--- config.mk ---
export PLATFORM = sky130hd
export DESIGN_NAME = frame_draw_ctrl
export DESIGN_NICKNAME = d
export VERILOG_FILES = /design/src/rtl/frame_draw_ctrl_pkg.sv /design/src/rtl/frame_draw_ctrl_tile_raster.sv /design/src/rtl/frame_draw_ctrl.sv
export SDC_FILE = /design/constraint.sdc
export NUM_CORES = 1
export LEC_CHECK = 0
export BUFFER_PORTS_ARGS = -buffer_cell sky130_fd_sc_hd__buf_2
export CAP_MARGIN = 20
export CORE_ASPECT_RATIO = 2
export CORE_MARGIN = 2
export CORE_UTILIZATION = 30
export CTS_CLUSTER_SIZE = 30
export DETAILED_ROUTE_END_ITERATION = 8
export HOLD_SLACK_MARGIN = 0.1
export PLACE_DENSITY_LB_ADDON = 0.15
export SLEW_MARGIN = 20
export SYNTH_ARGS = -nofsm -noshare
export SYNTH_HDL_FRONTEND = slang
export SYNTH_HIERARCHICAL = 1
export SYNTH_SLANG_ARGS = --single-unit
export TNS_END_PERCENT = 5
--- constraint.sdc ---
create_clock -name clk -period 4.6 [get_ports clk]
set_clock_uncertainty 0.2 [all_clocks]
set_input_delay 0.23 -clock clk [delete_from_list [all_inputs] [get_ports clk]]
set_output_delay 0.23 -clock clk [all_outputs]
set_load 0.01 [all_outputs]
--- src/rtl/frame_draw_ctrl_pkg.sv ---
// Shared screen geometry, pixel bundle and frame FSM encoding for the frame drawer.
package frame_draw_ctrl_pkg;

    localparam int SCREEN_W = 160;
    localparam int SCREEN_H = 120;
    localparam int COL_W    = 3;
    localparam int X_W      = 8;
    localparam int Y_W      = 7;
    localparam int LANES    = 4;

    typedef enum logic [1:0] {
        IDLE  = 2'd0,
        BG    = 2'd1,
        TILES = 2'd2,
        DONE  = 2'd3
    } state_t;

    typedef struct packed {
        logic [COL_W-1:0] col;
        logic [X_W-1:0]   x;
        logic [Y_W-1:0]   y;
        logic             plot;
    } pix_t;

    // Bottom clip works on the un-truncated 8-bit row so rows past 127 never wrap back on screen.
    function automatic logic row_visible(input logic [X_W-1:0] y_sum);
        return y_sum <= 8'(SCREEN_H - 1);
    endfunction

endpackage

--- src/rtl/frame_draw_ctrl_tile_raster.sv ---
// Tile pixel generator: snapshots lane state, walks 4 lanes x 128 pixels, one per cycle.
// The registered pixel always matches the index held in lane_idx/pix_cnt (loaded on start).
module tile_raster
    import frame_draw_ctrl_pkg::*;
#(
    parameter int               LANE_X0    = 12,
    parameter int               LANE_PITCH = 40,
    parameter int               TILE_W     = 16,
    parameter int               TILE_H     = 8,
    parameter logic [COL_W-1:0] TILE_COL   = 3'b111
) (
    input  logic        clk,
    input  logic        reset,
    input  logic        start,
    input  logic        run,
    input  logic [3:0]  lane_active,
    input  logic [27:0] lane_y,
    output pix_t        pix,
    output logic        last
);

    localparam int PIX_LAST = TILE_W * TILE_H - 1;

    logic [3:0]  act_snap;
    logic [27:0] y_snap;
    logic [1:0]  lane_idx;
    logic [6:0]  pix_cnt;

    logic [1:0]  lane_nxt;
    logic [6:0]  cnt_nxt;
    logic [3:0]  act_src;
    logic [27:0] y_src;
    logic [6:0]  y_top;
    logic [3:0]  dx;
    logic [2:0]  dy;
    logic [7:0]  x_sum;
    logic [7:0]  y_sum;
    pix_t        pix_nxt;

    // On start the snapshot is being captured this very cycle, so pixel 0 reads the live inputs.
    always_comb begin
        act_src = act_snap;
        y_src   = y_snap;
        {lane_nxt, cnt_nxt} = {lane_idx, pix_cnt} + 9'd1;
        if (start) begin
            act_src  = lane_active;
            y_src    = lane_y;
            lane_nxt = '0;
            cnt_nxt  = '0;
        end
        y_top = y_src[7*lane_nxt +: 7];
        dx    = cnt_nxt[3:0];
        dy    = cnt_nxt[6:4];
        x_sum = 8'(LANE_X0) + 8'(LANE_PITCH) * {6'b0, lane_nxt} + {4'b0, dx};
        y_sum = {1'b0, y_top} + {5'b0, dy};
        pix_nxt.col  = TILE_COL;
        pix_nxt.x    = x_sum;
        pix_nxt.y    = y_sum[6:0];
        pix_nxt.plot = act_src[lane_nxt] && row_visible(y_sum);
    end

    always_ff @(posedge clk) begin
        if (reset) begin
            act_snap <= '0;
            y_snap   <= '0;
            lane_idx <= '0;
            pix_cnt  <= '0;
            pix      <= '0;
        end else if (start || run) begin
            lane_idx <= lane_nxt;
            pix_cnt  <= cnt_nxt;
            pix      <= pix_nxt;
            if (start) begin
                act_snap <= lane_active;
                y_snap   <= lane_y;
            end
        end
    end

    assign last = (lane_idx == 2'd3) && (pix_cnt == 7'(PIX_LAST));

endmodule

--- src/rtl/frame_draw_ctrl.sv ---
// Frame sequencer: background pass, then four lane tiles, then a one-cycle done pulse.
// vga_* is a registered stream (1 cycle) selected by state; IDLE/DONE force it to zero.
module frame_draw_ctrl
    import frame_draw_ctrl_pkg::*;
#(
    parameter int               LANE_X0    = 12,
    parameter int               LANE_PITCH = 40,
    parameter int               TILE_W     = 16,
    parameter int               TILE_H     = 8,
    parameter logic [COL_W-1:0] TILE_COL   = 3'b111
) (
    input  logic             clk,
    input  logic             reset,
    input  logic             frame_tick,
    input  logic [3:0]       lane_active,
    input  logic [27:0]      lane_y,
    output logic             bg_enable,
    input  logic [COL_W-1:0] bg_col,
    input  logic [X_W-1:0]   bg_x,
    input  logic [Y_W-1:0]   bg_y,
    input  logic             bg_plot,
    input  logic             bg_done,
    output logic [COL_W-1:0] vga_col,
    output logic [X_W-1:0]   vga_x,
    output logic [Y_W-1:0]   vga_y,
    output logic             vga_plot,
    output logic             frame_done,
    output logic             frame_overrun
);

    state_t state, state_nxt;
    pix_t   bg_pix;
    pix_t   tile_pix;
    pix_t   vga_pix;
    logic   tile_start;
    logic   tile_last;

    assign tile_start = (state == BG) && bg_done;

    tile_raster #(
        .LANE_X0    (LANE_X0),
        .LANE_PITCH (LANE_PITCH),
        .TILE_W     (TILE_W),
        .TILE_H     (TILE_H),
        .TILE_COL   (TILE_COL)
    ) u_tile_raster (
        .clk         (clk),
        .reset       (reset),
        .start       (tile_start),
        .run         (state == TILES),
        .lane_active (lane_active),
        .lane_y      (lane_y),
        .pix         (tile_pix),
        .last        (tile_last)
    );

    always_ff @(posedge clk) begin
        if (reset) begin
            state         <= IDLE;
            bg_pix        <= '0;
            frame_overrun <= 1'b0;
        end else begin
            state         <= state_nxt;
            bg_pix        <= {bg_col, bg_x, bg_y, bg_plot};
            frame_overrun <= frame_tick && (state != IDLE);
        end
    end

    always_comb begin
        state_nxt  = state;
        bg_enable  = 1'b0;
        frame_done = 1'b0;
        vga_pix    = '0;
        case (state)
            IDLE: begin
                if (frame_tick) state_nxt = BG;
            end
            BG: begin
                bg_enable = !bg_done;
                vga_pix   = bg_pix;
                if (bg_done) state_nxt = TILES;
            end
            TILES: begin
                vga_pix = tile_pix;
                if (tile_last) state_nxt = DONE;
            end
            DONE: begin
                frame_done = 1'b1;
                state_nxt  = IDLE;
            end
            default: state_nxt = IDLE;
        endcase
    end

    assign vga_col  = vga_pix.col;
    assign vga_x    = vga_pix.x;
    assign vga_y    = vga_pix.y;
    assign vga_plot = vga_pix.plot;

endmodule

After elaboration in Yosys (flattened, before gate mapping)
Index checks and enable logic that the tools add are counted.
{ "totals": {"output_inout_bits": 22, "register_bits": 80, "in_bits": 55, "elab_cells": 53} }
{ "classes": {"addsub": 4, "n_shift": 1, "muxes": 13, "n_lt_le_gt_ge": 2, "multipliers": 2, "n_reduce_logical": 9, "eq_ne": 8} }
{ "ops": {"columns": ["operator", "n"], "rows": [
  ["$pmux 19 s2", 1],
  ["$mux 28", 1],
  ["$shiftx 28x6->7", 1],
  ["$mul 3x2->5 const A", 2],
  ["$add 9x1->9 const B", 1],
  ["$add 4x8->8 const A", 1],
  ["$add 7x3->8", 1],
  ["$add 8x4->8", 1],
  ["$le 8x7->1 const B", 1],
  ["$mux 2", 4],
  ["$pmux 2 s4", 1],
  ["$eq 7x7->1 const B", 1],
  ["$mux 7", 1],
  ["$eq 2x2->1 const B", 3],
  ["$ne 2x2->1 const B", 3],
  ["$logic_and 1x1->1", 4],
  ["$mux 4", 1],
  ["$lt 2x3->1 const B", 1],
  ["$mux 1", 3],
  ["$reduce_and 3->1", 1],
  ["$bmux 1 s2", 1],
  ["$eq 2x1->1 const B", 1],
  ["$logic_not 2->1", 1],
  ["$reduce_bool 2->1", 1],
  ["2 further kinds", 2]
]} }

Depth between registers and ports, before layout
Gate-level depths: netlist of the first run.
{ "depth": {"word_depth": 8, "mapped_depth": 18, "ltp_nobuf": 16} }

Cells and area by module
The synthesis of the first run kept the hierarchy.
{ "modules_own_cells": {"columns": ["mod", "cells_each", "n_inst", "area_each_um2", "seq_area_each_um2"], "rows": [
  ["tile_raster", 339, 1, 2965.3, 1121.1],
  ["frame_draw_ctrl", 105, 1, 1003.5, 440.4]
]} }

Worst setup path after synthesis of the first run
OpenSTA, ideal clock, no wires.
{ "synth_timing": {"kind": "register -> register", "startpoint": "reg state[1]", "endpoint": "reg u_tile_raster/pix[5] (netlist name)", "t_arrival_ps": 3659, "synth_period_minus_slack_ps": 3976, "n_path_buf": 4, "path_slack_ps": 624, "stages_incl_launch_ff": 17, "setup_ps": 117, "cell_sequence": "dfxtp_1 -> inv_1 -> ha_1 -> clkbuf_1 -> and2_1 -> clkbuf_1 -> clkbuf_1 -> buf_1 -> nand2_1 -> nand2_1 -> ha_1 -> inv_1 -> fa_1 -> nor2b_1 -> nor2_1 -> or3_1 -> a32o_1"} }
{ "synth_via": {"elab_chain_cells": 6} }
{ "synth_lines": {"columns": ["element", "line", "text"], "rows": [
  ["start, declared", "frame_draw_ctrl.sv:31", "state_t state, state_nxt;"],
  ["start signal, assigned", "frame_draw_ctrl.sv:63", "state <= state_nxt;"],
  ["$eq 2x1->1 (*)", "frame_draw_ctrl.sv:38", "assign tile_start = (state == BG) && bg_done;"],
  ["$logic_and 1x1->1 (*)", "frame_draw_ctrl.sv:38", null],
  ["via tile_start", "frame_draw_ctrl.sv:35", "logic tile_start;"],
  ["$mux 2", "frame_draw_ctrl_tile_raster.sv:45", "if (start) begin"],
  ["$mul 3x2->5", "frame_draw_ctrl_tile_raster.sv:51", "y_top = y_src[7*lane_nxt +: 7];"],
  ["$shiftx 28x6->7", "frame_draw_ctrl_tile_raster.sv:51", null],
  ["$add 7x3->8", "frame_draw_ctrl_tile_raster.sv:55", "y_sum = {1'b0, y_top} + {5'b0, dy};"],
  ["end signal, assigned", "frame_draw_ctrl_tile_raster.sv:72", "pix <= pix_nxt;"],
  ["end, declared", "frame_draw_ctrl_tile_raster.sv:18", "output pix_t pix,"]
]} }
The timed path passes the listed nets; every way through them passes the cells marked *.
A chain may end at the register's enable or synchronous reset.

Final worst setup path of the first run
{ "layout_timing": {"startpoint": "reg u_tile_raster.pix_cnt[4]", "endpoint": "reg u_tile_raster/pix[0] (netlist name)"} }
{ "layout_via": {"elab_chain_cells": 7} }
{ "layout_lines": {"columns": ["element", "line", "text"], "rows": [
  ["start, declared", "frame_draw_ctrl_tile_raster.sv:27", "logic [6:0] pix_cnt;"],
  ["start signal, assigned", "frame_draw_ctrl_tile_raster.sv:71", "pix_cnt <= cnt_nxt;"],
  ["$add 9x1->9 (*)", "frame_draw_ctrl_tile_raster.sv:44", "{lane_nxt, cnt_nxt} = {lane_idx, pix_cnt} + 9'd1;"],
  ["$mux 2", "frame_draw_ctrl_tile_raster.sv:45", null],
  ["$mul 3x2->5", "frame_draw_ctrl_tile_raster.sv:51", null],
  ["$shiftx 28x6->7", "frame_draw_ctrl_tile_raster.sv:51", null],
  ["$add 7x3->8", "frame_draw_ctrl_tile_raster.sv:55", null],
  ["$le 8x7->1", "frame_draw_ctrl_pkg.sv:27", "return y_sum <= 8'(SCREEN_H - 1);"],
  ["$logic_and 1x1->1 (*)", "frame_draw_ctrl_tile_raster.sv:59", "pix_nxt.plot = act_src[lane_nxt] && row_visible(y_sum);"]
]} }
Mark *: on every way between the ends. The rest lies on a longest branch, timed or not. The select of a mux whose other input is x is not followed.

==> results_dict.tcl, run 1 <==
set metrics [dict create \
    cp_max_fo 10 \
    setup_ws_ns 0.589 \
    antenna_found_initial 0 \
    gp_congestion 0.830 \
    path_clk_slew_ns 0.06 \
    initial_core_util_pct 30.5 \
    setup_viol 0 \
    dp_hpwl_microns 7720 \
    tns_ns 0 \
    num_rows 59 \
    pre_cts_ws_ns 0.566 \
    hold_violations 0 \
    synth.avg_cell_area_sq_um 8.94 \
    fin_crit_ns 4.01 \
    drc_errors 0 \
    crit_arrival_ns 4.02 \
    cpMaxStageDelayCell "mux4_2" \
    crit_path_cell_trace "nand3_1 -> or3_1 -> a21oi_2 -> mux4_2 -> nand2_1 -> nand2_1 -> ha_1 -> a21o_1 -> a21oi_1 -> nor4bb_1 -> o31ai_1" \
    ant_nets 0 \
    n_antenna_cell 0 \
    cp.required_ns 4.61 \
    pwr_density_cell_nw_per_um2 424 \
    critPathMostFrequentCell "nand2_1" \
    die_height_microns 167 \
    peakVddDrop_mv 0.217 \
    fin_crit_sh_pct 87.2 \
    relSlewSlack_pct 24.3 \
    cts.sinks 78 \
    grt_pass1_vias 3392 \
    grt_max_degree 69 \
    cp-end-kind "flip-flop" \
    outcome "finished clean" \
    dr.pass1.iters 4 \
    clockBufferDepth 2 \
    numCtsBuffers 9 \
    ys_types 60 \
    num-nets-final 623 \
    die_area_sq_um 14200 \
    finalMaxSlewViolations 0 \
    hold_class "in2reg" \
    syn_inst 444 \
    crit_type "reg2reg" \
    leakage_nw 2.05 \
    drive_gt1_share_pct 19.5 \
    timing.fmax_mhz 249 \
    io_buffers 76 \
    wl_microns 10600 \
    core_area_sq_um 13000 \
    grt_pass1_wl_microns 17100 \
    ys.flop_type "dfxtp_1" \
    drtIter0Drc 91 \
    ys_ff_latch 78 \
    synth_seq_area_share_pct 39.3 \
    synth_edf_count 0 \
    synth_warnings 6 \
    clock_latency_ns 0.34 \
    cts_root_buffer "clkbuf_16" \
    worstMarginPinSlew_ns 1.11 \
    syn_nets 512 \
    cap_violations 0 \
    areaGrowthSynthToFinish_pct 31.8 \
    grt.overflow.total 0 \
    fp.dieW_microns 85.3 \
    start_kind "flip-flop" \
    final_util_pct 40.3 \
    io_pins 77 \
    syn-cell-area_sq_um 3970 \
    grt_usage_pct 15.1 \
    whs_ns 0.218 \
    cts_tree "done" \
    rsz0062_at_grt "no" \
    viasPerCell 4.85 \
    async_flop_share_pct 0 \
    slowest_delay_ns 0.56 \
    wire_per_inst_microns 14.9 \
    vias 3451 \
    cts_max_level 3 \
]
## cell usage after synthesis, types with 2 or more instances
master / number / area share [%]
or2_2: 3 / 0.47
mux4_2: 3 / 1.7
nand2_1: 28 / 2.6
fa_1: 2 / 1.0
ha_1: 11 / 3.5
a21oi_1: 10 / 1.3
buf_2: 6 / 0.76
xor2_1: 6 / 1.3
o22ai_1: 2 / 0.32
nor4_1: 5 / 0.79
xnor2_1: 7 / 1.5
nor2b_1: 41 / 6.5
o21ai_0: 10 / 1.3
mux2i_1: 35 / 8.8
inv_1: 11 / 1.0
nand3b_1: 2 / 0.38
buf_6: 3 / 0.85
nand2b_1: 5 / 0.79
and3_1: 6 / 0.95
nor2_1: 58 / 5.5
clkbuf_1: 21 / 2.0
buf_4: 4 / 0.76
or3_1: 5 / 0.79
nand3_1: 12 / 1.5
nor3_1: 4 / 0.50
a211oi_1: 8 / 1.5
dfxtp_1: 78 / 39
o211ai_1: 2 / 0.38
nand4_1: 2 / 0.32
and4_1: 3 / 0.66
a22oi_1: 21 / 4.0
or2_1: 2 / 0.32
## kinds of logic after synthesis
logic type                 count (synthesis)  synth area share (%)
buffers and inverters                     47                  5.58
xor gates and xnor gates                  13                  2.87
DFF                                       78                  39.3
AOI/OAI and AO/OA                         73                  13.4
muxes                                     38                  10.5
adders and majority gates                 13                  4.48
and+or+nand+nor                          182                  23.8
## flip-flops by register name (all words and copies together) (netlist names)
name,flops
frame_overrun,1
u_tile_raster/act_snap,4
u_tile_raster/lane_idx,2
bg_pix,19
u_tile_raster/y_snap,28
u_tile_raster/pix_cnt,5
u_tile_raster/pix,17
state,2
## placed cells by master (no fill, tap or decap), drive strengths merged, types with 12 or more instances in the layout
| cell type | Yosys | routed |
|---|---|---|
| nand2 | 28 | 28 |
| a22oi | 21 | 21 |
| nor2b | 42 | 42 |
| o21ai | 12 | 12 |
| dfxtp | 78 | 78 |
| nand3 | 12 | 12 |
| mux2i | 35 | 35 |
| buf | 14 | 82 |
| dlygate4sd3 | 0 | 53 |
| nor2 | 58 | 58 |
## routing by layer
metal	global-route usage (%)	share of wire (%)
met3	2.87	3.3
met4	6.69	3.0
met2	26.9	52
met1	17.0	42
met5	0	0
## final cells by class
| type | instances | area, sq um |
|---|---|---|
| Clock inverter | 5 | 61.3 |
| Sequential cell | 78 | 1560 |
| Multi-Input combinational cell | 319 | 2190 |
| Tap cell | 152 | 190 |
| Clock buffer | 10 | 229 |
| Timing Repair Buffer | 135 | 956 |
| Inverter | 12 | 45.0 |
| Fill cell | 1351 | 7760 |
## power by group
group / internal [W] / leakage [nW] / total (W) / switching (W)
registers: 0.000771 / 0.638 / 0.000837 / 0.0000660
clock network: 0.000418 / 0.131 / 0.000695 / 0.000277
logic: 0.000306 / 1.28 / 0.000688 / 0.000382
## worst max-delay path, delay by kind of cell (launching register included)
kind / cells / cell delay (ns)
flip-flops: 1 / 0.48
multiplexers: 1 / 0.56
AND/OR/NAND/NOR: 5 / 1.25
adder cells (fa/ha/maj): 1 / 0.27
AO/OA/AOI/OAI: 4 / 1.14
## final timing paths
kind                                                            start                                end  slack, ns  depth (start not counted)
worst max-delay path            u_tile_raster/pix_cnt[4]$_SDFFE_PP0P_  u_tile_raster/pix[0]$_SDFFE_PP0P_       0.59                         11
worst min register to register      u_tile_raster/pix[1]$_SDFFE_PP0P_  u_tile_raster/pix[1]$_SDFFE_PP0P_       0.26                          2
worst max register to register  u_tile_raster/pix_cnt[4]$_SDFFE_PP0P_  u_tile_raster/pix[0]$_SDFFE_PP0P_       0.59                         11
worst min-delay path                                          bg_done              state[1]$_SDFFE_PP0P_       0.22                          4
## through the flow
stage	instances	total power, W	cell area [sq um]
finish	711	0.00222	5230
global placement	643	0.00151	4410
CTS	711	0.00226	5230
detailed placement	643	0.00152	4410
floorplan	444	0.00135	3970
global route	711	0.00236	5230
## what timing repair did
item,4_1_cts,5_1_grt
buffers inserted,0,0
resized for setup,0,0
endpoints found under the hold margin,53,0
hold buffers,53,0
Note: power is estimated with default switching activity, not from simulation.
==> run 2: changes to the inputs <==
- clock period: 4.6 -> 3.5 ns (I/O delays scaled with it)
==> run 2 against run 1 <==
Sequential power increased by 30%. Power rose by 42%. Non-clock buffer count up 25. Highest routed layer unchanged.
==> results_dict.tcl, run 2 (synthesis results as in run 1) <==
set metrics [dict create \
    antenna_found_initial 0 \
    grt_pass1_wl_microns 18000 \
    setup_viol 0 \
    largest_register "u_tile_raster/y_snap" \
    wire_per_inst_microns 14.7 \
    fp.dieW_microns 85.3 \
    io_buffers 76 \
    dr.pass1.iters 4 \
    cap_violations 0 \
    crit_arrival_ns 3.34 \
    ant_nets 0 \
    final_cell_mix "buf_2 (76), dfxtp_1 (74), nor2_1 (57), dlygate4sd3_1 (52), nor2b_1 (40)" \
    vias 3551 \
    finish.instance_area_sq_um 5550 \
    drive_gt1_share_pct 25.6 \
    peakVddDrop_mv 0.309 \
    finalMaxSlewViolations 0 \
    cts.sinks 78 \
    start_kind "flip-flop" \
    cts_max_level 3 \
    die_area_sq_um 14200 \
    cp-end-kind "flip-flop" \
    dpl_cell_area_sq_um 4600 \
    num_rows 59 \
    core_area_sq_um 13000 \
    fin_crit_sh_pct 94.8 \
    final_common_cell "buf_2" \
    slowest_delay_ns 0.40 \
    outcome "finished clean" \
    areaGrowthSynthToFinish_pct 39.9 \
    cp.required_ns 3.52 \
    cpMaxStageDelayCell "fa_1" \
    dp_hpwl_microns 8020 \
    io_pins 77 \
    pwr_density_cell_nw_per_um2 570 \
    pre_cts_ws_ns -0.0281 \
    grt_usage_pct 15.8 \
    crit_type "reg2reg" \
    numCtsBuffers 9 \
    relSlewSlack_pct 38.6 \
    timing.fmax_mhz 301 \
    initial_core_util_pct 30.5 \
    grt_max_degree 45 \
    grt.overflow.total 0 \
    setup_ws_ns 0.183 \
    cp_max_fo 5 \
    clockBufferDepth 2 \
    viasPerCell 4.82 \
    grt_pass1_vias 3710 \
    leakage_nw 2.22 \
    top_regs "u_tile_raster/y_snap: 28 flops, bg_pix: 19 flops, u_tile_raster/pix: 17 flops" \
    hold_class "in2reg" \
    die_height_microns 167 \
    wl_microns 10900 \
    worstMarginPinSlew_ns 0.898 \
    cts_root_buffer "clkbuf_16" \
    drtIter0Drc 126 \
    gp_congestion 0.825 \
    num-nets-final 648 \
    drc_errors 0 \
    crit_path_cell_trace "ha_2 -> nand3_2 -> o211a_1 -> or2_4 -> mux4_2 -> nand2_1 -> nand2_1 -> ha_1 -> inv_1 -> fa_1 -> nor2b_2 -> nor2_2 -> or3_1 -> a32o_1" \
    fin_crit_ns 3.32 \
    n_antenna_cell 0 \
    path_clk_slew_ns 0.06 \
    critPathMostFrequentCell "nand2_1" \
    cts_tree "done" \
    largest_register_ffs 28 \
    hold_violations 0 \
    tns_ns 0 \
    clock_latency_ns 0.33 \
]
-- run 2: changes by cell type in the layout (fill, tap and decap cells not counted), moves of 2 or more --
cell,change
clkbuf_8,+2
a21oi_4,+2
bufinv_16,+2
dfxtp_2,+4
buf_4,+25
dfxtp_1,-4
-- run 2: final cells by class --
cell class / count / area (sq um)
fill: 1316 / 7440
timing repair buffer: 160 / 1140
clock buffer: 11 / 253
inverter: 12 / 45.0
clock inverter: 5 / 105
sequential: 78 / 1570
tap: 152 / 190
multi-input combinational: 319 / 2250
-- run 2: critical path, delay by kind of cell (launching register included) --
family	cells	cell delay, ns
buffers and inverters	1	0.05
flip-flops	1	0.38
adder cells (fa/ha/maj)	3	0.77
AND/OR/NAND/NOR	7	1.07
AO/OA/AOI/OAI	2	0.51
multiplexers	1	0.21
-- run 2: repair_timing --
| item | 4_1_cts | 5_1_grt |
|---|---|---|
| hold buffers | 52 | 0 |
| pin swaps | 0 | 1 |
| setup endpoints to repair | 3 | 5 |
| endpoints found under the hold margin | 54 | 0 |
| buffers inserted | 0 | 2 |
| resized for setup | 2 | 15 |
-- run 2: path summary, 6_finish.rpt --
check / startpoint / end / slack [ns] / cells past startpoint
max reg2reg: u_tile_raster/pix[8]$_SDFFE_PP0P_ / u_tile_raster/pix[5]$_SDFFE_PP0P_ / 0.18 / 14
max: u_tile_raster/pix[8]$_SDFFE_PP0P_ / u_tile_raster/pix[5]$_SDFFE_PP0P_ / 0.18 / 14
min: reset / u_tile_raster/y_snap[26]$_SDFFE_PP0P_ / 0.11 / 2
min reg2reg: u_tile_raster/pix[1]$_SDFFE_PP0P_ / u_tile_raster/pix[1]$_SDFFE_PP0P_ / 0.25 / 2
-- run 2: per-layer routing --
layer / wire (microns) / vias up / track usage [%]
met5: 0 / - / 0
met4: 189 / 0 / 5.38
li1: - / 1815 / -
met1: 4390 / 1655 / 17.3
met2: 5940 / 69 / 29.5
met3: 343 / 12 / 3.17
-- run 2: power by group --
part           switching, W  leakage (nW)  total, W  internal (W)
registers         0.0000778         0.640   0.00109       0.00101
logic              0.000528          1.41  0.000974      0.000446
clock network      0.000362         0.168   0.00110      0.000735
-- run 2: stage by stage --
step | hold WS, ns | util (%) | power [W] | std cells
global route | 0.137 | 42.7 | 0.00337 | 737
floorplan | 0.0466 | - | 0.00178 | 444
detailed placement | 0.193 | 35.4 | 0.00205 | 667
finish | 0.107 | 42.7 | 0.00316 | 737
global placement | 0.192 | 35.4 | 0.00203 | 667
CTS | 0.109 | 42.2 | 0.00321 | 735
==> run 3: changes to the inputs <==
- CORE_UTILIZATION: 30 -> 35
==> run 3 against run 2 <==
Critical path depth fell by 3. Clock power fell by 15%. Global-route usage rose by 2.4 points. Highest routed layer unchanged.
==> results_dict.tcl, run 3 (synthesis results as in run 1) <==
set metrics [dict create \
    io_buffers 76 \
    core_area_sq_um 11200 \
    grt_max_degree 49 \
    r2r_end "u_tile_raster/pix[0]$_SDFFE_PP0P_" \
    ant_nets 0 \
    hold_violations 0 \
    largest_register "u_tile_raster/y_snap" \
    crit_arrival_ns 3.35 \
    drtIter0Drc 77 \
    areaGrowthSynthToFinish_pct 41.3 \
    fin_crit_sh_pct 95.3 \
    wl_microns 10500 \
    seqCellArea_sq_um 1570 \
    drive_gt1_share_pct 23.9 \
    setup_viol 0 \
    num-nets-final 662 \
    cp.required_ns 3.52 \
    io_pins 77 \
    relSlewSlack_pct 43.9 \
    path_clk_slew_ns 0.06 \
    top_regs "u_tile_raster/y_snap: 28 flops, bg_pix: 19 flops, u_tile_raster/pix: 17 flops" \
    grt_pass1_wl_microns 17700 \
    start_kind "flip-flop" \
    cts_tree "done" \
    cap_violations 0 \
    largest_register_ffs 28 \
    final_common_cell "buf_2" \
    cts.sinks 78 \
    finalNonFillerCells 741 \
    clock_latency_ns 0.33 \
    min-delay-start "bg_done" \
    cp-end-kind "flip-flop" \
    cts_max_level 3 \
    hold_class "in2reg" \
    holdPathEnd "state[1]$_SDFFE_PP0P_" \
    initial_core_util_pct 35.4 \
    outcome "finished clean" \
    fp.dieW_microns 79.3 \
    leakage_nw 2.28 \
    numCtsBuffers 9 \
    wire_per_inst_microns 14.2 \
    grt_pass1_vias 3681 \
    gp_congestion 0.860 \
    final_cell_mix "buf_2 (76), dfxtp_1 (75), dlygate4sd3_1 (69), nor2_1 (57), nor2b_1 (40)" \
    finalMaxSlewViolations 0 \
    die_area_sq_um 12300 \
    grt_usage_pct 18.3 \
    pre_cts_ws_ns 0.0788 \
    setup_ws_ns 0.166 \
    viasPerCell 4.90 \
    nFillCells 1122 \
    reg2reg_slack_ns 0.17 \
    pwr_density_cell_nw_per_um2 534 \
    die_height_microns 155 \
    worstMarginPinSlew_ns 0.820 \
    cts_root_buffer "clkbuf_16" \
    grt.overflow.total 0 \
    dr.pass1.iters 4 \
    antenna_found_initial 0 \
    dp_hpwl_microns 7550 \
    cp_max_fo 5 \
    place_inst 653 \
    n_antenna_cell 0 \
    r2r-start "u_tile_raster/pix_cnt[3]$_SDFFE_PP0P_" \
    rr_worst_depth 11 \
    crit_type "reg2reg" \
    peakVddDrop_mv 0.284 \
    num_rows 55 \
    holdPathStages 4 \
    fin_crit_ns 3.33 \
    drc_errors 0 \
    timing.fmax_mhz 300 \
    multi_input_area_sq_um 2230 \
    clockBufferDepth 2 \
    vias 3629 \
]
-- run 3: cell type report --
type                    count  area share [%]
inverters                  12           0.803
clock buffers              10            4.26
repair buffers            174            23.0
well taps                 142            3.17
multi-input cells         319            39.8
flip-flops and latches     78            27.9
clock inverters             6            1.09
-- run 3: worst max-delay path by stage --
stage | startpoint | end | slack [ns] | depth (start not counted)
floorplan | state[1]$_SDFFE_PP0P_ | u_tile_raster/pix[5]$_SDFFE_PP0P_ | -0.02 | 17
global placement | u_tile_raster/pix[8]$_SDFFE_PP0P_ | u_tile_raster/pix[5]$_SDFFE_PP0P_ | 0.18 | 14
detailed placement | u_tile_raster/pix[8]$_SDFFE_PP0P_ | u_tile_raster/pix[0]$_SDFFE_PP0P_ | 0.08 | 11
CTS | u_tile_raster/pix[8]$_SDFFE_PP0P_ | u_tile_raster/pix[0]$_SDFFE_PP0P_ | 0.07 | 11
global route | u_tile_raster/pix_cnt[5]$_SDFFE_PP0P_ | u_tile_raster/pix[0]$_SDFFE_PP0P_ | -0.02 | 11
finish | u_tile_raster/pix_cnt[3]$_SDFFE_PP0P_ | u_tile_raster/pix[0]$_SDFFE_PP0P_ | 0.17 | 11
-- run 3: worst max-delay path, cell delays in order (launching register included) --
cell and delay [ns]:
dfxtp_1 0.37, nand4_4 0.11, or3_1 0.44, a21oi_4 0.27
mux4_2 0.53, nand2_1 0.08, nand2_1 0.08, ha_1 0.29
a21o_1 0.18, a21oi_1 0.18, nor4bb_2 0.36, o31ai_1 0.12
-- run 3: power breakdown --
| part | leakage, nW | switching [W] | internal [W] | total (W) |
|---|---|---|---|---|
| clock network | 0.148 | 0.000361 | 0.000568 | 0.000930 |
| registers | 0.639 | 0.0000734 | 0.00101 | 0.00109 |
| logic | 1.50 | 0.000523 | 0.000451 | 0.000974 |
-- run 3: repair_timing --
action,in CTS,in global routing
setup endpoints to repair,0,5
hold buffers,69,0
hold endpoints to repair,56,0
setup buffers,0,3
gates resized for setup,0,11
-- run 3: stage by stage --
step	area [sq um]	power [W]	hold slack (ns)	util (%)	TNS (ns)
3_5_place_dp	4550	0.00202	0.192	40.6	0
6_report	5610	0.00299	0.162	50.0	0
4_1_cts	5550	0.00303	0.147	49.4	0
2_1_floorplan	3980	0.00178	0.0466	-	-0.0160
5_1_grt	5610	0.00319	0.174	50.0	-0.0186
3_3_place_gp	4550	0.00200	0.191	40.6	0
-- run 3: per-layer routing --
metal  vias to the layer above  routed length, microns  track usage, %
li1                       1845                       -               -
met2                        67                    5670            33.7
met5                         -                       0               0
met3                        18                     308            2.98
met1                      1699                    4270            20.1
met4                         0                     255            7.72
